[src/rtl/sync_arith_29_pkg.sv]
// Shared definitions for the sync_arith_29 command path: widths, opcodes,
// status bit positions and the sequencer state encoding.
package sync_arith_29_pkg;

  localparam int unsigned SA_M   = 32;
  localparam int unsigned SA_OPW = 4;
  localparam int unsigned SA_STW = 4;

  localparam logic [SA_OPW-1:0] OP_ADD   = 4'h0;
  localparam logic [SA_OPW-1:0] OP_SUB   = 4'h1;
  localparam logic [SA_OPW-1:0] OP_AND   = 4'h2;
  localparam logic [SA_OPW-1:0] OP_OR    = 4'h3;
  localparam logic [SA_OPW-1:0] OP_XOR   = 4'h4;
  localparam logic [SA_OPW-1:0] OP_PASSA = 4'h5;

  localparam int unsigned STAT_Z = 0;
  localparam int unsigned STAT_N = 1;
  localparam int unsigned STAT_C = 2;
  localparam int unsigned STAT_V = 3;

  typedef enum logic [1:0] {
    S_IDLE = 2'd0,
    S_WAIT = 2'd1,
    S_RESP = 2'd2
  } sa_state_e;

endpackage

[src/rtl/sync_arith_cmd_fifo_29.sv]
// Register-based command FIFO; push is ignored when full, pop when empty.
module sync_arith_cmd_fifo_29 #(
  parameter int unsigned W     = 68,
  parameter int unsigned DEPTH = 4
) (
  input  logic                     clk,
  input  logic                     rst_n,
  input  logic                     i_push,
  input  logic [W-1:0]             i_data,
  input  logic                     i_pop,
  output logic [W-1:0]             o_data,
  output logic                     o_full,
  output logic                     o_empty,
  output logic [$clog2(DEPTH):0]   o_count
);

  localparam int unsigned AW   = $clog2(DEPTH);
  localparam int unsigned CNTW = AW + 1;

  logic [W-1:0]    mem_q [DEPTH];
  logic [W-1:0]    mem_d [DEPTH];
  logic [AW-1:0]   wr_ptr_q, wr_ptr_d;
  logic [AW-1:0]   rd_ptr_q, rd_ptr_d;
  logic [CNTW-1:0] count_q, count_d;
  logic            do_push, do_pop;

  assign o_full  = (count_q == CNTW'(DEPTH));
  assign o_empty = (count_q == '0);
  assign o_count = count_q;
  assign o_data  = mem_q[rd_ptr_q];

  assign do_push = i_push & ~o_full;
  assign do_pop  = i_pop & ~o_empty;

  // Pointers are AW bits wide, so wrap modulo DEPTH falls out of the overflow.
  always_comb begin
    mem_d    = mem_q;
    wr_ptr_d = wr_ptr_q;
    rd_ptr_d = rd_ptr_q;
    count_d  = count_q;
    if (do_push) begin
      mem_d[wr_ptr_q] = i_data;
      wr_ptr_d        = wr_ptr_q + AW'(1);
    end
    if (do_pop) begin
      rd_ptr_d = rd_ptr_q + AW'(1);
    end
    case ({do_push, do_pop})
      2'b10:   count_d = count_q + CNTW'(1);
      2'b01:   count_d = count_q - CNTW'(1);
      default: count_d = count_q;
    endcase
  end

  always_ff @(posedge clk or negedge rst_n) begin
    if (!rst_n) begin
      mem_q    <= '{default: '0};
      wr_ptr_q <= '0;
      rd_ptr_q <= '0;
      count_q  <= '0;
    end else begin
      mem_q    <= mem_d;
      wr_ptr_q <= wr_ptr_d;
      rd_ptr_q <= rd_ptr_d;
      count_q  <= count_d;
    end
  end

endmodule

[src/rtl/sync_arith_seq_29.sv]
// Command sequencer for the synchronous ALU: queues commands, issues one at a
// time, waits the ALU latency and returns the captured result/status.
module sync_arith_seq_29
  import sync_arith_29_pkg::*;
#(
  parameter int unsigned M     = SA_M,
  parameter int unsigned DEPTH = 4,
  parameter int unsigned LAT   = 1
) (
  input  logic         clk,
  input  logic         i_reset,
  input  logic         i_cmd_valid,
  output logic         o_cmd_ready,
  input  logic [M-1:0] i_cmd_A,
  input  logic [M-1:0] i_cmd_B,
  input  logic [3:0]   i_cmd_op,
  output logic [M-1:0] o_alu_A,
  output logic [M-1:0] o_alu_B,
  output logic [3:0]   o_alu_op,
  input  logic [M-1:0] i_alu_result,
  input  logic [3:0]   i_alu_status,
  output logic         o_rsp_valid,
  input  logic         i_rsp_ready,
  output logic [M-1:0] o_rsp_result,
  output logic [3:0]   o_rsp_status,
  output logic         o_busy
);

  localparam int unsigned W  = 2 * M + SA_OPW;
  localparam int unsigned AW = $clog2(DEPTH);
  localparam int unsigned CW = (LAT < 2) ? 1 : $clog2(LAT + 1);

  sa_state_e     state_q, state_d;
  logic [CW-1:0] cnt_q, cnt_d;
  logic [M-1:0]  alu_a_q, alu_a_d;
  logic [M-1:0]  alu_b_q, alu_b_d;
  logic [3:0]    alu_op_q, alu_op_d;
  logic          rsp_valid_q, rsp_valid_d;
  logic [M-1:0]  rsp_result_q, rsp_result_d;
  logic [3:0]    rsp_status_q, rsp_status_d;

  logic          fifo_push, fifo_pop;
  logic [W-1:0]  fifo_head;
  logic          fifo_full, fifo_empty;
  logic [AW:0]   fifo_count;
  logic          issue;

  assign fifo_push = i_cmd_valid & ~fifo_full;

  sync_arith_cmd_fifo_29 #(
    .W     (W),
    .DEPTH (DEPTH)
  ) u_cmd_fifo (
    .clk     (clk),
    .rst_n   (i_reset),
    .i_push  (fifo_push),
    .i_data  ({i_cmd_A, i_cmd_B, i_cmd_op}),
    .i_pop   (fifo_pop),
    .o_data  (fifo_head),
    .o_full  (fifo_full),
    .o_empty (fifo_empty),
    .o_count (fifo_count)
  );

  // An issue can come either from IDLE or straight out of RESP on the
  // consuming edge, so the load/pop is factored out after the state case.
  always_comb begin
    state_d      = state_q;
    cnt_d        = cnt_q;
    alu_a_d      = alu_a_q;
    alu_b_d      = alu_b_q;
    alu_op_d     = alu_op_q;
    rsp_valid_d  = rsp_valid_q;
    rsp_result_d = rsp_result_q;
    rsp_status_d = rsp_status_q;
    issue        = 1'b0;
    fifo_pop     = 1'b0;

    case (state_q)
      S_IDLE: begin
        if (!fifo_empty) issue = 1'b1;
      end
      S_WAIT: begin
        if (cnt_q == '0) begin
          rsp_result_d = i_alu_result;
          rsp_status_d = i_alu_status;
          rsp_valid_d  = 1'b1;
          state_d      = S_RESP;
        end else begin
          cnt_d = cnt_q - CW'(1);
        end
      end
      S_RESP: begin
        if (i_rsp_ready) begin
          rsp_valid_d = 1'b0;
          if (!fifo_empty) issue = 1'b1;
          else             state_d = S_IDLE;
        end
      end
      default: state_d = S_IDLE;
    endcase

    if (issue) begin
      fifo_pop                       = 1'b1;
      {alu_a_d, alu_b_d, alu_op_d}   = fifo_head;
      cnt_d                          = CW'(LAT);
      state_d                        = S_WAIT;
    end
  end

  always_ff @(posedge clk or negedge i_reset) begin
    if (!i_reset) begin
      state_q      <= S_IDLE;
      cnt_q        <= '0;
      alu_a_q      <= '0;
      alu_b_q      <= '0;
      alu_op_q     <= '0;
      rsp_valid_q  <= 1'b0;
      rsp_result_q <= '0;
      rsp_status_q <= '0;
    end else begin
      state_q      <= state_d;
      cnt_q        <= cnt_d;
      alu_a_q      <= alu_a_d;
      alu_b_q      <= alu_b_d;
      alu_op_q     <= alu_op_d;
      rsp_valid_q  <= rsp_valid_d;
      rsp_result_q <= rsp_result_d;
      rsp_status_q <= rsp_status_d;
    end
  end

  assign o_cmd_ready  = ~fifo_full;
  assign o_alu_A      = alu_a_q;
  assign o_alu_B      = alu_b_q;
  assign o_alu_op     = alu_op_q;
  assign o_rsp_valid  = rsp_valid_q;
  assign o_rsp_result = rsp_result_q;
  assign o_rsp_status = rsp_status_q;
  assign o_busy       = (fifo_count != '0) | (state_q != S_IDLE);

endmodule

[config.mk]
export PLATFORM = sky130hd
export DESIGN_NAME = sync_arith_seq_29
export DESIGN_NICKNAME = d
export VERILOG_FILES = /design/src/rtl/sync_arith_29_pkg.sv /design/src/rtl/sync_arith_cmd_fifo_29.sv /design/src/rtl/sync_arith_seq_29.sv
export SDC_FILE = /design/constraint.sdc
export NUM_CORES = 1
export LEC_CHECK = 0
export ABC_CLOCK_PERIOD_IN_PS = 2400
export CAP_MARGIN = 25
export CORE_ASPECT_RATIO = 2
export CORE_MARGIN = 2
export CORE_UTILIZATION = 57
export CTS_CLUSTER_DIAMETER = 50
export DETAILED_ROUTE_END_ITERATION = 12
export DONT_BUFFER_PORTS = 1
export PLACE_DENSITY = 0.76
export RECOVER_POWER = 25
export SYNTH_ARGS = -nofsm -noshare
export SYNTH_HDL_FRONTEND = slang
export SYNTH_HIERARCHICAL = 1
export SYNTH_SLANG_ARGS = --single-unit
[constraint.sdc]
create_clock -name clk -period 2.4 [get_ports clk]
set_clock_uncertainty 0.05 [all_clocks]
set_input_delay 0.48 -clock clk [delete_from_list [all_inputs] [get_ports clk]]
set_output_delay 0.48 -clock clk [all_outputs]
set_load 0.01 [all_outputs]
# --- Yosys cells after proc, flatten, opt, wreduce, memory -nomap -nowiden ---
# Cells that the tools add are included.
totals:
  reg_bits: 387
  inputBits: 108
  wordCells: 76
  out_inout_bits: 107
op_classes:
  n_bitwise: 9
  add_sub_neg: 5
  order_cmp: 3
  n_reduce_logical: 11
  n_mux: 22
  eq_ne: 11
ops:
  columns: ["op", "count"]
  rows:
  - ["bitwise mux 272 bit", 1]
  - ["2-to-1 mux 68 bit", 3]
  - ["binary-select mux 68 bit (select 2 bit)", 1]
  - ["demux 68 bit (select 2 bit)", 1]
  - ["inequality test 3 bit (second input constant)", 3]
  - ["2-to-1 mux 1 bit", 8]
  - ["2-to-1 mux 2 bit", 4]
  - ["nonzero test 2 bit", 4]
  - [">= comparator 3 bit (second input constant)", 2]
  - ["inequality test 2 bit (second input constant)", 3]
  - ["inverter 2 -> 3 bit", 2]
  - ["case mux 2 bit (3 select lines)", 1]
  - ["case mux 3 bit (2 select lines)", 1]
  - ["adder 2 x 1 -> 2 bit (second input constant)", 2]
  - ["== test 2 x 1 -> 1 bit (second input constant)", 2]
  - ["== test 2 bit (second input constant)", 2]
  - ["case mux 1 bit (2 select lines)", 2]
  - ["AND reduction 4 bit", 1]
  - ["adder 3 x 1 -> 3 bit (second input constant)", 1]
  - ["AND 1 bit", 3]
  - ["== test 3 bit (second input constant)", 1]
  - ["zero test 3 bit", 1]
  - ["less-than comparator 3 x 1 -> 1 bit (second input constant)", 1]
  - ["inverter 1 bit", 3]
  - ["other kinds (8)", 8]

# --- Longest topological paths before layout ---
logic_depth:
  word_depth: 8
  mapped_depth: 14
  ltp_nobuf: 11

# --- Modules after synthesis ---
# Netlist, hierarchy kept.
modules_own_cells:
  columns: ["mod", "area_each_um2", "n_inst", "cells_each"]
  rows:
  - ["sync_arith_cmd_fifo_29", 12077.8, 1, 696]
  - ["sync_arith_seq_29", 4156.5, 1, 247]

# --- Least setup slack after synthesis ---
# OpenSTA, ideal clock, no wires.
synth_path:
  path_kind: "reg2reg"
  startpoint: "register u_cmd_fifo.count_q[0], in the netlist u_cmd_fifo/o_count[0]"
  endpoint: "register u_cmd_fifo.count_q[2], in the netlist u_cmd_fifo/o_count[2]"
  slack_ns: -0.050
  t_arrival_ns: 2.321
  t_required_ns: 2.271
  path_stages_with_launch: 15
  setup_ns: 0.079
  path_cell_list: "dfrtp_1 -> nor3_1 -> nor2_4 -> nand2b_4 -> buf_6 -> buf_8 -> buf_8 -> inv_1 -> o31a_1 -> ha_1 -> inv_1 -> fa_1 -> xor2_1 -> nor2_1 -> xor2_1"
synth_via:
  elab_chain_len: 8
  word_cells_on_any_way: 17
synth_lines:
  columns: ["item", "line_no", "rtl"]
  rows:
  - ["start, declared", "sync_arith_cmd_fifo_29.sv:24", "logic [CNTW-1:0] count_q, count_d;"]
  - ["start signal, assigned", "sync_arith_cmd_fifo_29.sv:65", "count_q <= count_d;"]
  - ["zero test 3 bit *", "sync_arith_cmd_fifo_29.sv:28", "assign o_empty = (count_q == '0);"]
  - ["via fifo_empty", "sync_arith_seq_29.sv:44", "logic fifo_full, fifo_empty;"]
  - ["2-to-1 mux 1 bit", "sync_arith_seq_29.sv:81, sync_arith_seq_29.sv:96", null]
  - ["2-to-1 mux 1 bit", "sync_arith_seq_29.sv:94", "if (i_rsp_ready) begin"]
  - ["case mux 1 bit (2 select lines)", "sync_arith_seq_29.sv:79", "case (state_q)"]
  - ["2-to-1 mux 1 bit", "sync_arith_seq_29.sv:103", "if (issue) begin"]
  - ["AND 1 bit *", "sync_arith_cmd_fifo_29.sv:33", "assign do_pop = i_pop & ~o_empty;"]
  - ["via u_cmd_fifo.do_pop", "sync_arith_cmd_fifo_29.sv:25", "logic do_push, do_pop;"]
  - ["== test 2 x 1 -> 1 bit / == test 2 bit (equally long branches)", "sync_arith_cmd_fifo_29.sv:48", "case ({do_push, do_pop})"]
  - ["case mux 3 bit (2 select lines) / nonzero test 2 bit (equally long branches)", null, null]
# Mark *: on every way through the listed nets, which the timed path passes. The rest lies on a longest branch.
# A chain may end at the register's enable or synchronous reset.

# --- Worst setup path after layout ---
layout_path:
  startpoint: "register u_cmd_fifo.count_q[1], in the netlist u_cmd_fifo/o_count[1]"
  endpoint: "register u_cmd_fifo.count_q[2], in the netlist u_cmd_fifo/o_count[2]"
layout_via:
  word_cells_on_any_way: 17
layout_rtl:
  columns: ["item", "line_no", "rtl"]
  rows:
  - ["== test 3 bit *", "sync_arith_cmd_fifo_29.sv:27", "assign o_full = (count_q == CNTW'(DEPTH));"]
  - ["via fifo_full", "sync_arith_seq_29.sv:44", null]
  - ["inverter 1 bit *", "sync_arith_seq_29.sv:48", "assign fifo_push = i_cmd_valid & ~fifo_full;"]
  - ["AND 1 bit *", "sync_arith_seq_29.sv:48", null]
  - ["via fifo_push", "sync_arith_seq_29.sv:42", "logic fifo_push, fifo_pop;"]
  - ["AND 1 bit *", "sync_arith_cmd_fifo_29.sv:32", "assign do_push = i_push & ~o_full;"]
  - ["== test 2 x 1 -> 1 bit / == test 2 bit (equally long branches)", "sync_arith_cmd_fifo_29.sv:48", null]
  - ["case mux 3 bit (2 select lines) / nonzero test 2 bit (equally long branches)", null, null]
# Marked as above.

==> summary.md <==
| Metric | Value |
|---|---|
| Synth area leaders | dfrtp_1 60%, mux2_2 25%, mux4_2 9.4% |
| Clock sinks | 387 |
| Setup TNS | 0 ns |
| Worst slew pin tran | 1.05 ns |
| Most used DFF post-synth | dfrtp_1 |
| Sequence of cells on the critical path | nor3b_4 -> nor2b_1 -> nand2b_1 -> ha_2 -> inv_1 -> fa_2 -> xor2_1 -> nor2_1 -> xor2_1 |
| Routed WL per cell | 23.3 µm |
| M1 WL | 11.4 mm |
| Post-synth EDFFs | 0 |
| Clock transition at the registers of the reported paths | 0.06 ns |
| Synth warn | 6 |
| I/O Buffers | 0 |
| Top cell type's share of synthesized area | 0.597 |
| First-pass GRT wire length | 50.3 mm |
| Crit path required time | 2.78 ns |
| Syn nets | 1057 |
| Layout cell share with drive strength beyond 1 | 0.554 |
| # IOs | 215 |
| Root buf cell | clkbuf_16 |
| Vias in the first global route | 9007 |
| Num rows | 87 |
| DRT Pass-1 Iters | 4 |
| Asr flop ratio synth | 1.00 |
| Synth area leader | dfrtp_1 |
| Status | complete, but fails checks |
| Hold crit path type | input pin to asynchronous set/reset pin |
| Placer congestion estimate | 0.732 |
| Final WS setup | 0.238 ns |
| Initial antenna violation count | 0 |
| TritonCTS buffer count | 35 |
| Distinct cells, synth | 31 |
| Initial Util | 0.578 |
| Final HPWL DP | 19.4 mm |
| Tcrit/Tclk final | 0.901 |
| Die area | 0.0299 mm² |
| Highest Clock Rate | 462 MHz |
| CTS max path bufs | 3 |
| Setup WS pre-CTS | 0.194 ns |
| Slew margin rel. | 0.300 |
| Critical path fanouts, max | 5 |
| Clk_lat worst skew | 0.52 ns |
| Ant diodes | 0 |
| DR iter-0 viols | 295 |
| Via/cell ratio | 6.00 |
| Synth cell count leaders | 387 x dfrtp_1, 364 x mux2_2, 68 x mux4_2 |
| GRT Util Overall | 0.218 |
| Congestion Overflow GR | 0 |
| Met3 WL | 1.69 mm |
| Max layer used | met4 |
| DIE HEIGHT | 243 µm |
| Via Count | 7987 |
| Min Tclk post-route | 2.16 ns |
| Largest net degree at the start of global routing | 388 |
| Antenna-violating nets left | 0 |
| Register area share after synthesis | 0.597 |
| Max-slew violations | 0 |
| # H-tree levels | 2 |
| Fin Hold WS | -0.399 ns |
| DRC | 0 |
| Final setup violation count | 0 |
| Crit-path max cell delay | 0.45 ns |
| Post-detailed-routing wire length | 31.1 mm |
| Synthesized area | 0.0162 mm² |
| Critical Path End Type | flop |
| Fin nets | 1064 |
| Critical path arrival | 2.55 ns |
| RSZ-0062 raised after global routing | false |
| Pwr Density | 1570 mW/mm² |
| Failing checks | negative hold slack |
| Top cell by count, worst path | xor2_1 |
| CTS tree | yes |
| Hold Vio Cnt, Final | 387 |
| Most common cell in the netlist | dfrtp_1 |
| Mean Syn Cell Area | 17.2 µm² |
| Max VDD drop | 0.000925 V |
| P_leak | 0.00751 µW |
| Met2 WL post-DR | 17.2 mm |
| FF+latch count, synth | 387 |
| Critical path's slowest cell | dfrtp_2 |
| Total of max-cap violations | 0 |
| Critical Path Start Type | flop |
| Total power | 28200 µW |
| Die Width | 123 µm |
| Kind of critical path | flop to flop |
| Syn Inst Count | 943 |
| Core Region | 0.0281 mm² |
| Area grow syn2layout | 10.7% |
## power by group
part           internal [µW]  switching [µW]  leakage (µW)
sequential              9980            2470       0.00459
combinational           6320            3470       0.00230
clock                   3580            2370      0.000618
## layout make-up
class | count | area, µm²
multi-input cells | 491 | 6190
well taps | 356 | 445
fillers | 2023 | 10100
inverters | 9 | 33.8
flip-flops and latches | 387 | 9700
clock buffers | 49 | 1040
repair buffers | 26 | 358
clock inverters | 14 | 199
## per-layer routing
| metal | GRT usage | up-vias |
|---|---|---|
| li1 | - | 3451 |
| met3 | 0.0510 | 46 |
| met5 | 0 | - |
| met1 | 0.259 | 4298 |
| met2 | 0.385 | 192 |
| met4 | 0.0668 | 0 |
## path summary, 6_finish.rpt
path,start,end,slack [ns],depth (start not counted)
worst max-delay path,u_cmd_fifo/o_count[1],u_cmd_fifo/o_count[2],0.24,9
worst min-delay path,i_reset,o_rsp_result[9],-0.40,0
worst max register to register,u_cmd_fifo/o_count[1],u_cmd_fifo/o_count[2],0.24,9
worst min register to register,u_cmd_fifo/mem_q[221],u_cmd_fifo/mem_q[221],0.44,1
max in group asynchronous,i_reset,o_alu_A[21],1.83,0
min in group clk,i_rsp_ready,state_q[0],0.03,2
## cells in the final DEF (no fill, tap or decap), types with 3 or more instances in the layout
master / Yosys / final
nand2_1: 8 / 8
xor2_1: 3 / 3
nor2_1: 7 / 3
clkinv_2: 0 / 8
buf_4: 12 / 13
clkbuf_8: 0 / 7
bufinv_16: 0 / 5
mux2_2: 364 / 364
xnor2_1: 3 / 3
clkbuf_1: 7 / 5
mux4_2: 68 / 68
nor2_4: 1 / 5
mux2_1: 4 / 4
inv_1: 9 / 9
mux2_4: 9 / 9
dfrtp_1: 387 / 382
ha_1: 5 / 4
clkbuf_16: 0 / 37
buf_12: 0 / 13
dfrtp_2: 0 / 3
o21ai_0: 4 / 4
## worst max-delay path, delay by kind of cell, from the launching register on
kind                     cells  cell delay, ns
AND/OR/NAND/NOR              4            0.67
adder cells (fa/ha/maj)      2            0.54
flip-flops                   1            0.45
XOR/XNOR                     2            0.32
buffers and inverters        1            0.05
## kinds of logic after synthesis
| group | after synthesis | share of synthesized area |
|---|---|---|
| XOR/XNOR | 6 | 0.00324 |
| multiplexers | 446 | 0.359 |
| flip-flops | 387 | 0.597 |
| adder cells (fa/ha/maj) | 6 | 0.00509 |
| AND/OR/NAND/NOR | 24 | 0.00840 |
| AO/OA/AOI/OAI | 9 | 0.00331 |
| buffers and inverters | 65 | 0.0249 |
## flip-flops by register name, summed over array words and instances (netlist names), 3 cells and up
name                cells
o_alu_A                32
o_alu_B                32
o_alu_op                4
o_rsp_result           32
o_rsp_status            4
u_cmd_fifo/mem_q      272
u_cmd_fifo/o_count      3
## stage by stage
step	cells	cell area, µm²	util
after detailed placement	1266	16700	0.595
final	1332	18000	0.640
after floorplan	943	16200	-
after CTS	1329	17900	0.639
after global routing	1332	18000	0.640
after global placement	1266	16700	0.595
## timing repair
item                                    4_1_cts  5_1_grt
resized for setup                             0        2
endpoints found under the hold margin       387      387
endpoints found under the setup margin        0        1
setup buffers                                 0        3
Note: power is estimated with default switching activity, not from simulation.
